### src/rtl/sub32_pipe.sv
// sub32_pipe: four-lane saturating SIMD subtractor, two-stage valid/ready pipe.
// Per-operand signedness travels with each op; sticky saturation counter.
module sub32_pipe #(
  parameter int LANES = 4,
  parameter int CNT_W = 16
) (
  input  logic                  clk,
  input  logic                  rst,
  input  logic                  in_valid,
  output logic                  in_ready,
  input  logic [LANES*32-1:0]   src0,
  input  logic [LANES*32-1:0]   src1,
  input  logic                  sign_s0,
  input  logic                  sign_s1,
  output logic                  out_valid,
  input  logic                  out_ready,
  output logic [LANES*32-1:0]   dst,
  output logic [LANES-1:0]      sat,
  output logic [CNT_W-1:0]      sat_cnt,
  input  logic                  sat_cnt_clr
);

  localparam int W = LANES * 32;

  logic             s1_valid_q;
  logic [W-1:0]     s1_a_q;
  logic [W-1:0]     s1_b_q;
  logic             s1_sa_q;
  logic             s1_sb_q;
  logic             s2_valid_q;
  logic [W-1:0]     dst_q;
  logic [LANES-1:0] sat_q;
  logic [CNT_W-1:0] cnt_q;

  logic             s1_adv;
  logic             s2_adv;
  logic             acc;
  logic             hs;
  logic [W-1:0]     dst_d;
  logic [LANES-1:0] sat_d;
  logic [CNT_W-1:0] cnt_d;
  logic [CNT_W:0]   pop;
  logic [CNT_W:0]   sum;
  logic [33:0]      a;
  logic [33:0]      b;
  logic [33:0]      d;

  assign s2_adv    = !s2_valid_q | out_ready;
  assign s1_adv    = !s1_valid_q | s2_adv;
  assign in_ready  = s1_adv;
  assign acc       = in_valid & s1_adv;
  assign hs        = s2_valid_q & out_ready;
  assign out_valid = s2_valid_q;
  assign dst       = dst_q;
  assign sat       = sat_q;
  assign sat_cnt   = cnt_q;

  // 34-bit difference is exact for any mix of signed/unsigned 32-bit operands
  always_comb begin
    dst_d = '0;
    sat_d = '0;
    a     = '0;
    b     = '0;
    d     = '0;
    for (int i = 0; i < LANES; i++) begin
      a = {{2{s1_sa_q & s1_a_q[i*32+31]}}, s1_a_q[i*32 +: 32]};
      b = {{2{s1_sb_q & s1_b_q[i*32+31]}}, s1_b_q[i*32 +: 32]};
      d = a - b;
      dst_d[i*32 +: 32] = d[31:0];
      if (s1_sa_q | s1_sb_q) begin
        if (!d[33] && (d[32] || d[31])) begin
          dst_d[i*32 +: 32] = 32'h7FFF_FFFF;
          sat_d[i] = 1'b1;
        end else if (d[33] && !(d[32] && d[31])) begin
          dst_d[i*32 +: 32] = 32'h8000_0000;
          sat_d[i] = 1'b1;
        end
      end else if (d[33]) begin
        dst_d[i*32 +: 32] = 32'h0000_0000;
        sat_d[i] = 1'b1;
      end
    end
  end

  always_comb begin
    pop = '0;
    for (int i = 0; i < LANES; i++) begin
      pop = pop + (CNT_W+1)'(sat_q[i]);
    end
    sum = {1'b0, cnt_q} + pop;
    cnt_d = cnt_q;
    if (sat_cnt_clr) begin
      cnt_d = hs ? pop[CNT_W-1:0] : '0;
    end else if (hs) begin
      cnt_d = sum[CNT_W] ? '1 : sum[CNT_W-1:0];
    end
  end

  always_ff @(posedge clk) begin
    if (rst) begin
      s1_valid_q <= 1'b0;
      s1_a_q     <= '0;
      s1_b_q     <= '0;
      s1_sa_q    <= 1'b0;
      s1_sb_q    <= 1'b0;
      s2_valid_q <= 1'b0;
      dst_q      <= '0;
      sat_q      <= '0;
      cnt_q      <= '0;
    end else begin
      if (s1_adv) begin
        s1_valid_q <= in_valid;
      end
      if (acc) begin
        s1_a_q  <= src0;
        s1_b_q  <= src1;
        s1_sa_q <= sign_s0;
        s1_sb_q <= sign_s1;
      end
      if (s2_adv) begin
        s2_valid_q <= s1_valid_q;
        if (s1_valid_q) begin
          dst_q <= dst_d;
          sat_q <= sat_d;
        end
      end
      cnt_q <= cnt_d;
    end
  end

endmodule

### config.mk
export PLATFORM = sky130hd
export DESIGN_NAME = sub32_pipe
export DESIGN_NICKNAME = d
export VERILOG_FILES = /design/src/rtl/sub32_pipe.sv
export SDC_FILE = /design/constraint.sdc
export NUM_CORES = 1
export LEC_CHECK = 0
export ABC_AREA = 1
export BUFFER_PORTS_ARGS = -buffer_cell sky130_fd_sc_hd__buf_2
export CORE_UTILIZATION = 57
export CTS_CLUSTER_DIAMETER = 30
export DETAILED_ROUTE_END_ITERATION = 8
export PLACE_DENSITY = 0.81
export SYNTH_ARGS = -nofsm -noshare
export SYNTH_HDL_FRONTEND = slang
export SYNTH_SLANG_ARGS = --single-unit
### constraint.sdc
create_clock -name clk -period 4 [get_ports clk]
set_clock_uncertainty 0.2 [all_clocks]
set_input_delay 0.4 -clock clk [delete_from_list [all_inputs] [get_ports clk]]
set_output_delay 0.4 -clock clk [all_outputs]
set_load 0.01 [all_outputs]
==> flow_metrics.env <==
export IMPL_dp_hpwl_um=51200
export IMPL_yosys_most_used_dff="dfxtp_1"
export IMPL_pwr_share_seq_pct=28.2
export IMPL_gp_congestion=0.962
export IMPL_yosys_area_top_type="dfxtp_1"
export IMPL_swShare_pct=33.5
export IMPL_synth_most_common_cell="nand2_1"
export IMPL_path_class="reg2reg"
export IMPL_placed_area_um2=25800
export IMPL_drt_iter0_drc=2933
export IMPL_p_clk_share_pct=45.9
export IMPL_antenna_left=0
export IMPL_die_w_um=205
export IMPL_ctsLongestPathBuffers=3
export IMPL_grt_first_pass_wirelength_um=133000
export IMPL_power_frac_comb_pct=25.9
export IMPL_hold_violations=0
export IMPL_ys_types=48
export IMPL_period_needed_ns=3.80
export IMPL_syn_area_per_cell_um2=6.77
export IMPL_synth_edf_count=0
export IMPL_wl_um=85800
export IMPL_first_global_vias=25784
export IMPL_power_density_nw_per_um2=513
export IMPL_start_kind="flip-flop"
export IMPL_post_drt_wl_per_cell_um=18.1
export IMPL_slew_violations=0
export IMPL_ys_seq_area_share_pct=34.7
export IMPL_post_route_util_pct=77.4
export IMPL_fmax_mhz=263
export IMPL_cts_tree="done"
export IMPL_worst_path_max_fanout=13
export IMPL_yosys_warnings=0
export IMPL_cts_sinks=408
export IMPL_p_total_mw=16.2
export IMPL_violations="design-rule violations"
export IMPL_period_share_pct=95.0
export IMPL_drt_pass1_iter_count=9
export IMPL_ys_ff_latch=408
export IMPL_fp_row_count=74
export IMPL_status="complete, but fails checks"
export IMPL_async_flop_share_pct=0
export IMPL_grt_usage_pct=39.5
export IMPL_synth_area_top_cells="dfxtp_1 35%, nand2_1 10%, o21ai_0 9.1%"
export IMPL_max_slew_worst_pin_slew_ns=1.03
export IMPL_drc=2
export IMPL_grt_antenna_before_repair=5
export IMPL_dieArea_um2=42100
export IMPL_synth_net_count=3881
export IMPL_internal_power_mw=10.8
export IMPL_nets=4520
export IMPL_post_cts_buffers=0
export IMPL_syn_area_um2=23500
export IMPL_reg2reg_slack_ns=0.20
export IMPL_maxSlewHeadroom_pct=31.1
export IMPL_insertion_delay_ns=0.62
export IMPL_yosysTopAreaCellShare_pct=34.7
export IMPL_viasPerCell=5.68
export IMPL_die_height_um=205
export IMPL_post_place_cells=4297
export IMPL_synth_cells=3475
export IMPL_maxCapViolations=0
export IMPL_grt_max_degree=130
export IMPL_critPathCaptureType="flip-flop"
export IMPL_overflow=0
export IMPL_cts_buffers=87
export IMPL_final_cell_area_um2=31500
export IMPL_finalSetupViolCount=0
export IMPL_io_buffers=412
export IMPL_synth_common_cells="644 x nand2_1, 535 x nor2_1, 428 x o21ai_0, 408 x dfxtp_1, 356 x a21oi_1"
export IMPL_required_ns=4.32
export IMPL_start_util_pct=57.8
export IMPL_drive_gt1_share_pct=17.0
export IMPL_power_switching_mw=5.43
export IMPL_ir_worst_vdd_mv=0.345
export IMPL_clk_pin_slew_ns=0.04
export IMPL_cts_root_buffer_cell="clkbuf_16"
export IMPL_area_growth_pct=33.9
export IMPL_cp_arrival_ns=4.12
export IMPL_tns_ns=0
export IMPL_final_instance_count_excl_fill=4728
export IMPL_p_leak_nw=15.3
export IMPL_hp_class="in2reg"
export IMPL_htreeDepth=3
export IMPL_core_area_um2=40700
export IMPL_ioPinCount=413
export IMPL_vias=26844
[cell type report]
class                           instances  area [µm²]
Multi-Input combinational cell       2566       13400
Fill cell                            2771        9210
Clock inverter                         53         636
Clock buffer                          111        2430
Inverter                              356        1350
Sequential cell                       408        8170
Antenna cell                            7        17.5
Timing Repair Buffer                  695        4890
Tap cell                              532         666
[critical path, stage by stage (launching register included)]
cell	delay, ns
dfxtp_1	0.35
inv_1	0.07
fa_1	0.54
inv_1	0.05
ha_1	0.17
ha_1	0.31
inv_1	0.07
fa_1	0.44
o21ai_2	0.22
nand3_1	0.15
nor3_2	0.19
nand3_1	0.20
nor2_4	0.19
nand2_4	0.14
nand3_1	0.11
o211ai_1	0.11
a21oi_1	0.20
[per-stage QoR]
stage          setup slack [ns]  hold WS (ns)
6_report                  0.200        0.0784
2_1_floorplan             0.527         0.233
3_5_place_dp              0.181         0.251
5_1_grt                 -0.0145         0.100
3_3_place_gp              0.312         0.243
4_1_cts                   0.148        0.0172
[cell usage in the layout, fill, tap and decap left out, drive strengths merged, types with 5 or more instances in the layout]
cell,n
nand3,131
a21oi,385
nand2,699
clkinvlp,8
nand4,10
inv,370
clkbuf,111
a21o,9
xnor2,42
nor2,543
clkinv,23
a31oi,10
dlygate4sd3,260
bufinv,8
o21bai,31
or2,5
buf,435
xor2,62
nand3b,8
nor3,23
o21ai,433
dfxtp,408
and3,6
ha,137
diode,7
fa,6
[power groups by stage]
| stage | logic (mW) | registers (mW) | clock network (mW) |
|---|---|---|---|
| final | 4.18 | 4.57 | 7.43 |
| after floorplan | 2.72 | 4.64 | 0 |
| after detailed placement | 3.73 | 4.62 | 0 |
| after CTS | 3.99 | 4.55 | 7.40 |
| after global placement | 3.70 | 4.61 | 0 |
| after global routing | 4.59 | 4.59 | 7.65 |
[timing repair]
action	CTS	global route
endpoints found under the setup margin	0	13
endpoints found under the hold margin	258	0
hold buffers	260	0
resized for setup	0	3
[cells by family after synthesis]
logic type | share of synthesized area, %
compound gates | 20.1
buf+inv | 8.57
flops | 34.7
xor+xnor | 3.87
simple gates | 25.0
fa+ha+maj | 7.79
[registers in the layout (all words and copies together), names as in the netlist]
register	cells
dst	128
out_valid	1
s1_a_q	128
s1_b_q	128
s1_sa_q	1
s1_sb_q	1
s1_valid_q	1
sat	4
sat_cnt	16
[worst paths after layout]
kind                           startpoint                 endpoint  cells past startpoint
setup / recovery      sat[0]$_SDFFE_PP0P_  sat_cnt[2]$_SDFFE_PP0P_                     16
hold / removal                sat_cnt_clr  sat_cnt[0]$_SDFFE_PP0P_                      5
setup reg to reg      sat[0]$_SDFFE_PP0P_  sat_cnt[2]$_SDFFE_PP0P_                     16
hold reg to reg   s1_b_q[38]$_SDFFE_PP0P_  s1_b_q[38]$_SDFFE_PP0P_                      2
[per-layer routing]
metal | track usage, % | wire length [µm]
met1 | 47.0 | 33100
met2 | 64.5 | 39700
met3 | 10.3 | 8070
met4 | 22.4 | 4910
met5 | 0 | 16
No activity file was read; power rests on OpenSTA's default activity.
